### config.mk
export PLATFORM = sky130hd
export DESIGN_NAME = pc_sequencer_flat
export DESIGN_NICKNAME = d
export VERILOG_FILES = /design/src/rtl/drfa_pkg.sv /design/src/rtl/pc_sequencer_if.sv /design/src/rtl/depth_counter.sv /design/src/rtl/pc_sequencer.sv /design/src/flat_wrapper.sv
export SDC_FILE = /design/constraint.sdc
export NUM_CORES = 1
export LEC_CHECK = 0
export BUFFER_PORTS_ARGS = -buffer_cell sky130_fd_sc_hd__clkbuf_2
export CORE_MARGIN = 2
export CORE_UTILIZATION = 40
export DETAILED_ROUTE_END_ITERATION = 12
export PLACE_DENSITY = 0.76
export SETUP_SLACK_MARGIN = 0.4
export SLEW_MARGIN = 20
export SYNTH_ARGS = -nofsm -noshare
export SYNTH_HDL_FRONTEND = slang
export SYNTH_SLANG_ARGS = --single-unit
### constraint.sdc
create_clock -name clk -period 4.5 [get_ports clk]
set_input_delay 0.675 -clock clk [delete_from_list [all_inputs] [get_ports clk]]
set_output_delay 0.675 -clock clk [all_outputs]
set_load 0.005 [all_outputs]
### src/rtl/drfa_pkg.sv
// Shared definitions for the PC/flags sequencer: widths, control-op encodings, FSM states.
// Pure declarations; no logic, no latency.
package drfa_pkg;

  localparam int PC_W        = 9;
  localparam int FLAG_W      = 4;
  localparam int STACK_DEPTH = 5;
  localparam int DEPTH_W     = 3;

  typedef enum logic [2:0] {
    OP_NEXT = 3'd0,
    OP_JMP  = 3'd1,
    OP_CALL = 3'd2,
    OP_RET  = 3'd3,
    OP_HALT = 3'd4
  } op_e;

  typedef enum logic [1:0] {
    ST_RUN    = 2'd0,
    ST_HALTED = 2'd1,
    ST_FAULT  = 2'd2
  } state_e;

  // Encodings 5..7 are reserved and behave as NEXT.
  function automatic op_e decode_op(input logic [2:0] raw);
    return (raw > 3'd4) ? OP_NEXT : op_e'(raw);
  endfunction

endpackage

### src/rtl/pc_sequencer_if.sv
// Sequencer <-> call/return stack bus: push/pop strobes with frame data out, stack top in.
// Strobes are single-cycle commands; the stack never back-pressures.
interface pc_sequencer_if #(
  parameter int PC_W   = drfa_pkg::PC_W,
  parameter int FLAG_W = drfa_pkg::FLAG_W
);

  logic              push_en;
  logic              pop_en;
  logic [PC_W-1:0]   push_pc;
  logic [FLAG_W-1:0] push_flags;
  logic [PC_W-1:0]   stk_out_pc;
  logic [FLAG_W-1:0] stk_out_flags;

  modport master (
    output push_en, pop_en, push_pc, push_flags,
    input  stk_out_pc, stk_out_flags
  );

  modport slave (
    input  push_en, pop_en, push_pc, push_flags,
    output stk_out_pc, stk_out_flags
  );

endinterface

### src/rtl/depth_counter.sv
// Saturating up/down occupancy counter with full/empty flags; count updates one edge after inc/dec.
// Increment at full and decrement at empty are absorbed (count holds).
module depth_counter #(
  parameter int MAX = 5,
  parameter int W   = 3
) (
  input  logic         clk,
  input  logic         rst_n,
  input  logic         inc,
  input  logic         dec,
  output logic [W-1:0] count,
  output logic         full,
  output logic         empty
);

  assign full  = (count == W'(MAX));
  assign empty = (count == '0);

  always_ff @(posedge clk or negedge rst_n) begin
    if (!rst_n) begin
      count <= '0;
    end else if (inc && !dec && !full) begin
      count <= count + W'(1);
    end else if (dec && !inc && !empty) begin
      count <= count - W'(1);
    end
  end

  always_ff @(posedge clk) begin
    if (rst_n) begin
      assert (count <= W'(MAX));
    end
  end

endmodule

### src/rtl/pc_sequencer.sv
// PC/flags sequencer feeding a call/return stack; new pc/flags/depth one edge after the action.
// en low freezes all state and suppresses push/pop; the stack accepts every strobe.
module pc_sequencer
  import drfa_pkg::*;
#(
  parameter int                      PC_W        = drfa_pkg::PC_W,
  parameter int                      FLAG_W      = drfa_pkg::FLAG_W,
  parameter int                      STACK_DEPTH = drfa_pkg::STACK_DEPTH,
  parameter logic [drfa_pkg::PC_W-1:0] RESET_PC  = '0,
  parameter logic [drfa_pkg::PC_W-1:0] IRQ_VECTOR = 'h1F0
) (
  input  logic              clk,
  input  logic              rst_n,
  input  logic              en,
  input  logic [2:0]        op,
  input  logic [PC_W-1:0]   target,
  input  logic              flags_wr,
  input  logic [FLAG_W-1:0] flags_in,
  input  logic              irq,
  pc_sequencer_if.master    stk,
  output logic [PC_W-1:0]   pc,
  output logic [FLAG_W-1:0] flags,
  output logic [2:0]        depth,
  output logic              in_irq,
  output logic              irq_ack,
  output logic              ovf,
  output logic              fault
);

  state_e          state;
  op_e             op_dec;
  logic [PC_W-1:0] pc_inc;
  logic            irq_take;
  logic            run_op;
  logic            do_push;
  logic            do_pop;
  logic            full;
  logic            empty;

  assign op_dec = decode_op(op);
  assign pc_inc = pc + PC_W'(1);

  // rst_n gates the strobes so they drop immediately on reset assertion, not at the next edge.
  assign irq_take = rst_n && en && irq && !in_irq
                    && (state == ST_RUN || state == ST_HALTED);
  assign run_op   = rst_n && en && !irq_take && (state == ST_RUN);
  assign do_push  = irq_take || (run_op && op_dec == OP_CALL);
  assign do_pop   = run_op && op_dec == OP_RET && !empty;

  assign stk.push_en    = do_push;
  assign stk.pop_en     = do_pop;
  assign stk.push_pc    = irq_take ? pc : pc_inc;
  assign stk.push_flags = flags;

  assign fault = (state == ST_FAULT);

  depth_counter #(
    .MAX (STACK_DEPTH),
    .W   (3)
  ) u_depth (
    .clk   (clk),
    .rst_n (rst_n),
    .inc   (do_push),
    .dec   (do_pop),
    .count (depth),
    .full  (full),
    .empty (empty)
  );

  always_ff @(posedge clk or negedge rst_n) begin
    if (!rst_n) begin
      state   <= ST_RUN;
      pc      <= RESET_PC;
      flags   <= '0;
      in_irq  <= 1'b0;
      irq_ack <= 1'b0;
      ovf     <= 1'b0;
    end else begin
      irq_ack <= irq_take;
      // A push at full still goes out (stack overwrites its top); record the loss.
      if (do_push && full) begin
        ovf <= 1'b1;
      end
      if (irq_take) begin
        pc     <= IRQ_VECTOR;
        flags  <= '0;
        in_irq <= 1'b1;
        state  <= ST_RUN;
      end else if (run_op) begin
        unique case (op_dec)
          OP_JMP: begin
            pc <= target;
            if (flags_wr) flags <= flags_in;
          end
          OP_CALL: pc <= target;
          OP_RET: begin
            if (empty) begin
              state <= ST_FAULT;
            end else begin
              pc     <= stk.stk_out_pc;
              flags  <= stk.stk_out_flags;
              in_irq <= 1'b0;
            end
          end
          OP_HALT: state <= ST_HALTED;
          default: begin
            pc <= pc_inc;
            if (flags_wr) flags <= flags_in;
          end
        endcase
      end
    end
  end

  always_comb begin
    assert (!(stk.push_en && stk.pop_en));
  end

endmodule

### src/flat_wrapper.sv
// flat-port wrapper written by rule: the top's interface ports become plain ports
module pc_sequencer_flat import drfa_pkg::*;
#(
  parameter int                      PC_W        = drfa_pkg::PC_W,
  parameter int                      FLAG_W      = drfa_pkg::FLAG_W,
  parameter int                      STACK_DEPTH = drfa_pkg::STACK_DEPTH,
  parameter logic [drfa_pkg::PC_W-1:0] RESET_PC  = '0,
  parameter logic [drfa_pkg::PC_W-1:0] IRQ_VECTOR = 'h1F0
)
  (clk, rst_n, en, op, target, flags_wr, flags_in, irq, pc, flags, depth, in_irq, irq_ack, ovf, fault, stk_push_en, stk_pop_en, stk_push_pc, stk_push_flags, stk_stk_out_pc, stk_stk_out_flags);
  pc_sequencer_if #(.PC_W(PC_W), .FLAG_W(FLAG_W)) stk_i ();
  input  logic clk;
  input  logic rst_n;
  input  logic en;
  input  logic [2:0] op;
  input  logic [PC_W-1:0] target;
  input  logic flags_wr;
  input  logic [FLAG_W-1:0] flags_in;
  input  logic irq;
  output logic [PC_W-1:0] pc;
  output logic [FLAG_W-1:0] flags;
  output logic [2:0] depth;
  output logic in_irq;
  output logic irq_ack;
  output logic ovf;
  output logic fault;
  output wire logic [$bits(stk_i.push_en)-1:0] stk_push_en;
  output wire logic [$bits(stk_i.pop_en)-1:0] stk_pop_en;
  output wire logic [$bits(stk_i.push_pc)-1:0] stk_push_pc;
  output wire logic [$bits(stk_i.push_flags)-1:0] stk_push_flags;
  input wire logic [$bits(stk_i.stk_out_pc)-1:0] stk_stk_out_pc;
  input wire logic [$bits(stk_i.stk_out_flags)-1:0] stk_stk_out_flags;
  assign stk_push_en = stk_i.push_en;
  assign stk_pop_en = stk_i.pop_en;
  assign stk_push_pc = stk_i.push_pc;
  assign stk_push_flags = stk_i.push_flags;
  assign stk_i.stk_out_pc = stk_stk_out_pc;
  assign stk_i.stk_out_flags = stk_stk_out_flags;
  pc_sequencer #(.PC_W(PC_W), .FLAG_W(FLAG_W), .STACK_DEPTH(STACK_DEPTH), .RESET_PC(RESET_PC), .IRQ_VECTOR(IRQ_VECTOR)) u_core (.clk(clk), .rst_n(rst_n), .en(en), .op(op), .target(target), .flags_wr(flags_wr), .flags_in(flags_in), .irq(irq), .stk(stk_i), .pc(pc), .flags(flags), .depth(depth), .in_irq(in_irq), .irq_ack(irq_ack), .ovf(ovf), .fault(fault));
endmodule
==> metrics, run 1 <==
kind of path behind the tightest hold check=in -> async; Main synth FF type=dfrtp_1; gate count of the mapped netlist=186; DR pass1 iterations=4; vias in the first global route=1423; largest net degree at the start of global routing=24; # port buffers=68; Post-Syn Nets=222; Final ANT Viol Nets=0; Finished Cell Area=2000 um^2; Critical Path AT=2.15 ns; final clock skew=0.00422 ns; total track usage=19.3%; clock-pin slew on the worst setup and hold paths=0.08 ns; die footprint=4620 um^2; worst-path fanout max=16; power per cell area=516 nW/um^2; register bit count reported by yosys=21; CTS Buffer Depth=2; total CTS buffers=3; syn avg cell area=8.81 um^2; M1 WL=1850 um; 1st-iter DRT viols=122; slowest CP cell=inv_1; clk_lat worst skew=0.27 ns; I/O pins=69; maximum vdd ir drop=0.000180 V; Routed WL=4220 um; max-slew violation count=0; startpoint types=primary input; RSZ-0062 raised after global routing=no; CTS H-tree depth=1; post-CTS setup buffers=0; routed via count=1677; clock root cell=clkbuf_8; register area share after synthesis=32.1%; hpwl dp=3220 um; dpl cell area=1950 um^2; hold_buf cts=0; grt ovf=0; Die X=68.0 um; Post-synth EDFFs=0; Die Y=68.0 um; initial antenna violation count=0; CP Capture Type=output port; RePlAce Congestion=0.857; minimum clock period=2.82 ns; post-layout net count=281; share of cells above drive strength 1=33.6%; final setup vio count=0; drt wl/cell=14.4 um; final setup TNS=0 ns; part of the cycle the worst path needs=62.8%; top sig layer=met4; CORE AREA=3970 um^2; CP Cell Sequence=clkbuf_2 -> nand3b_1 -> or2_2 -> inv_1 -> nor3_1 -> xor2_1 -> clkbuf_2; max incr delay on CP=0.43 ns; area of the mapped netlist=1640 um^2; Setup CP Type=in -> out; outcome=complete, no violations; Initial Util=41.2%; met2 WL=2050 um; Hold Vio Cnt, Final=0; Layout area overhead=21.9%; Worst EP required=3.83 ns; Resize count post-CTS=0; via/cell ratio=5.70; Synth Warn #=0; Async SR Flop Fraction=100%; CTS tree=built; clk sink count=21; Achievable Freq=354 MHz; number of max-cap violations=0; number of remaining DRC errors=0; synth unique cells=56; cell row count=23; Leak Pwr=0.000923 uW; worst slew pin tran=0.815 ns; diodes inserted=0; most used cell, CP=clkbuf_2; first-pass GRT wire length=6760 um; Max-Slew Margin vs Limit=45.5%; routed wl met3=287 um
==> per-stage QoR <==
step / hold WS (ns) / std cells / power [uW] / util (%) / setup WS [ns]
finish: 0.417 / 294 / 1030 / 50.3 / 1.68
global route: 0.447 / 294 / 1130 / 50.3 / 1.53
CTS: 0.437 / 294 / 1040 / 50.3 / 1.65
detailed placement: 0.482 / 290 / 910 / 49.1 / 1.66
global placement: 0.478 / 290 / 900 / 49.1 / 1.68
floorplan: 0.379 / 186 / 713 / - / 2.26
==> registers in the layout, indices dropped and copies added (netlist names) <==
| name | flops |
|---|---|
| u_core.pc | 9 |
| u_core.u_depth.count | 3 |
| u_core.in_irq | 1 |
| u_core.state | 2 |
| u_core.ovf | 1 |
| u_core.flags | 4 |
| u_core.irq_ack | 1 |
==> logic make-up after synthesis <==
| family | count (synthesis) | synth area share, % |
|---|---|---|
| compound gates | 55 | 24.3 |
| xor+xnor | 10 | 5.81 |
| fa+ha+maj | 2 | 1.99 |
| buf+inv | 22 | 7.72 |
| flops | 21 | 32.1 |
| mux | 4 | 2.44 |
| simple gates | 72 | 25.7 |
==> layer usage <==
metal | GRT usage (%) | vias to the layer above
met1 | 26.6 | 786
met5 | 0 | -
met4 | 7.50 | 0
met3 | 2.14 | 3
li1 | - | 807
met2 | 30.9 | 81
==> area by class of cell <==
cell class / count / area, um^2
flip-flops and latches: 21 / 526
multi-input cells: 143 / 986
fillers: 394 / 1970
well taps: 50 / 62.6
repair buffers: 70 / 355
clock buffers: 4 / 45.0
inverters: 6 / 22.5
==> path summary, 6_finish.rpt <==
kind	slack, ns	depth (start not counted)	from	end
hold reg to reg	0.49	1	u_core.ovf$_DFFE_PN0P_	u_core.ovf$_DFFE_PN0P_
max in group asynchronous	3.85	2	rst_n	u_core.u_depth.count[1]$_DFFE_PN0P_
min in group clk	0.49	1	u_core.ovf$_DFFE_PN0P_	u_core.ovf$_DFFE_PN0P_
setup reg to reg	2.45	6	u_core.state[0]$_DFFE_PN0P_	u_core.u_depth.count[1]$_DFFE_PN0P_
hold / removal	0.42	2	rst_n	u_core.irq_ack$_DFF_PN0_
setup / recovery	1.68	7	rst_n	stk_push_pc[6]
==> synthesized netlist by cell type, types with 2 or more instances <==
cell type / n / area (um^2)
a2111oi_0: 4 / 35.0
a211oi_1: 4 / 30.0
a21oi_1: 12 / 60.1
a32o_1: 3 / 30.0
and2_1: 6 / 37.5
and3_1: 3 / 18.8
buf_2: 4 / 20.0
buf_4: 4 / 30.0
buf_6: 3 / 33.8
clkbuf_1: 4 / 15.0
dfrtp_1: 21 / 526
inv_1: 5 / 18.8
mux2i_1: 4 / 40.0
nand2_1: 12 / 45.0
nand2b_1: 5 / 31.3
nand3_1: 9 / 45.0
nand3b_1: 3 / 22.5
nand4_1: 2 / 12.5
nor2_1: 7 / 26.3
nor3_1: 8 / 40.0
nor3b_1: 2 / 15.0
nor4_1: 4 / 25.0
o21ai_0: 10 / 50.1
o21ai_1: 2 / 10.0
o21bai_1: 2 / 15.0
o2bb2ai_1: 2 / 17.5
o32a_1: 3 / 30.0
or2_2: 2 / 12.5
or3b_1: 2 / 17.5
xnor2_1: 5 / 43.8
xor2_1: 4 / 35.0
==> report_power, final <==
part           total (uW)  switching (uW)  internal (uW)
clock                 127            63.7           63.2
combinational         500             241            259
sequential            404             128            275
==> layout by cell type (no fill, tap or decap), types with 4 or more instances in the layout <==
| cell type | count |
|---|---|
| a2111oi_0 | 4 |
| a211oi_1 | 4 |
| a21oi_1 | 12 |
| and2_1 | 6 |
| clkbuf_2 | 68 |
| dfrtp_1 | 21 |
| inv_1 | 5 |
| mux2i_1 | 4 |
| nand2_1 | 12 |
| nand2b_1 | 5 |
| nand3_1 | 9 |
| nor2_1 | 7 |
| nor3_1 | 8 |
| nor4_1 | 4 |
| o21ai_0 | 10 |
| xnor2_1 | 5 |
| xor2_1 | 4 |
==> critical path, delay by kind of cell <==
family | cells | cell delay [ns]
xor gates and xnor gates | 1 | 0.16
buffers and inverters | 3 | 0.66
and+or+nand+nor | 3 | 0.65
Note: power is estimated with default switching activity, not from simulation.
==> run 2, diff against run 1 <==
Settings changed: PLACE_DENSITY 0.76 to 0.78.
Clock period 4.5 ns to 2.3 ns, I/O delays scaled along.
==> run 2 against run 1 <==
  * Register-to-register slack got worse by 2.1 ns
  * Sequential power increased by 99%
  * Non-clock buffer count increased by 21
  * Setup slack got worse by 1.4 ns
  * Routed wire length increased by 20%
  * Flip-flop and latch count unchanged
  * Via count increased by 7.2%
  * Critical path type is now reg -> out
  * Final cell count increased by 7.1%
  * Design area increased by 13%
  * Largest cell class unchanged
  * Clock-buffer cell count unchanged
==> metrics, run 2 (synthesis results as in run 1) <==
outcome=complete, no violations; Largest register FFs=9 (unchanged); RSZ-0062 raised after global routing=yes; vias in the first global route=1644 (+16%); hpwl dp=3540 um (+10%); dpl cell area=2000 um^2 (+2.3%); CTS H-tree depth=1 (unchanged); final setup TNS=0 ns (unchanged); worst-path fanout max=6 (-10); number of remaining DRC errors=0 (unchanged); drt wl/cell=16.0 um (+12%); clock-pin slew on the worst setup and hold paths=0.08 ns (about the same); CTS Buffer Depth=2 (unchanged); max-slew violation count=0 (unchanged); Layout area overhead=37.4%; number of max-cap violations=0 (unchanged); clk_lat worst skew=0.27 ns (about the same); RePlAce Congestion=0.867 (+1.1%); # port buffers=68 (unchanged); DR pass1 iterations=5 (+1); total track usage=22.2% (+2.9 points); maximum vdd ir drop=0.000414 V (+130%); cell row count=23 (unchanged); Worst EP required=1.96 ns (-1.87 ns); commonest non-fill, non-tap cell in the layout=clkbuf_2; Final ANT Viol Nets=0 (unchanged); Largest Register=u_core.pc; startpoint types=flop; Achievable Freq=500 MHz; clk sink count=21 (unchanged); clock root cell=clkbuf_8; share of cells above drive strength 1=46.0% (+12 points); CTS tree=built; commonest non-fill, non-tap cells in the layout=62 x clkbuf_2, 20 x buf_4, 16 x dfrtp_1; via/cell ratio=5.71 (about the same); Setup CP Type=reg -> out; worst slew pin tran=0.796 ns (-0.0189 ns); Die Y=68.0 um (unchanged); largest net degree at the start of global routing=16 (-33%); Routed WL=5060 um (+20%); Critical Path AT=1.65 ns (-0.50 ns); 1st-iter DRT viols=155 (+27%); Worst Hold Margin=0.104 ns (-0.313 ns); initial antenna violation count=0 (unchanged); part of the cycle the worst path needs=86.9%; grt ovf=0 (unchanged); post-layout net count=302 (+7.5%); biggest regs=u_core.pc x9, u_core.flags x4, u_core.u_depth.count x3; final setup margin=0.300 ns (-1.38 ns); Max-Slew Margin vs Limit=46.8% (+1.3 points); first-pass GRT wire length=7840 um (+16%); routed via count=1798 (+7.2%); CORE AREA=3970 um^2 (unchanged); Leak Pwr=0.00103 uW (+12%); Finished Cell Area=2250 um^2 (+13%); diodes inserted=0 (unchanged); Initial Util=41.2% (unchanged); Hold Vio Cnt, Final=0 (unchanged); minimum clock period=2.00 ns; total CTS buffers=3 (unchanged); CP Capture Type=output port; Die X=68.0 um (unchanged); power per cell area=1010 nW/um^2 (+95%); Placement Setup Slack=0.251 ns (-1.41 ns); final clock skew=0.00727 ns (+0.00305 ns); final setup vio count=0 (unchanged); die footprint=4620 um^2 (unchanged); kind of path behind the tightest hold check=in -> async; I/O pins=69 (unchanged)
[run 2: worst paths after layout]
check	cells after the start	slack, ns	end	startpoint
min	2	0.10	u_core.flags[3]$_DFFE_PN0P_	rst_n
max reg2reg	7	0.36	u_core.u_depth.count[1]$_DFFE_PN0P_	u_core.state[1]$_DFFE_PN0P_
max in group asynchronous	2	1.50	u_core.u_depth.count[1]$_DFFE_PN0P_	rst_n
min in group clk	3	0.40	u_core.flags[3]$_DFFE_PN0P_	stk_stk_out_flags[3]
max	6	0.30	stk_push_pc[2]	u_core.state[1]$_DFFE_PN0P_
min reg2reg	1	0.51	u_core.ovf$_DFFE_PN0P_	u_core.ovf$_DFFE_PN0P_
[run 2: area by class of cell]
type                    count  area [um^2]
fillers                   367         1720
well taps                  50         62.6
clock buffers               4         45.0
inverters                   6         25.0
flip-flops and latches     21          532
multi-input cells         143         1060
repair buffers             91          523
[run 2: repair_timing]
item | in CTS | in global routing
hold buffers | 1 | 0
endpoints found under the setup margin | 10 | 19
gates resized for setup | 15 | 18
setup buffers | 8 | 6
pin swaps | 5 | 10
endpoints found under the hold margin | 6 | 0
[run 2: metrics by stage]
| step | total power, uW | utilization [%] | instances |
|---|---|---|---|
| final | 2270 | 56.6 | 315 |
| after detailed placement | 1820 | 50.3 | 296 |
| after global routing | 2470 | 56.6 | 315 |
| after CTS | 2160 | 54.3 | 309 |
| after global placement | 1790 | 50.3 | 296 |
| after floorplan | 1390 | - | 186 |
[run 2: layer usage]
metal	vias up	wire length, um	share of wire [%]	global-route usage, %
li1	849	-	-	-
met5	-	0	0	0
met2	102	2440	48	36.5
met4	0	72	1.4	6.50
met1	837	2100	41	30.7
met3	10	447	8.8	2.47
[run 2: worst max-delay path, cell delays in order (launching register included)]
cell,delay [ns]
dfrtp_1,0.43
nand3b_1,0.22
or2_4,0.30
buf_6,0.15
nand2_2,0.05
xnor2_1,0.10
buf_2,0.13
[run 2: power by group]
part           leakage (uW)  switching, uW  total [uW]  internal, uW
Sequential         0.000242            256         804           548
Combinational      0.000770            568        1210           646
Clock             0.0000228            126         250           124
Total               0.00103            950        2270          1320
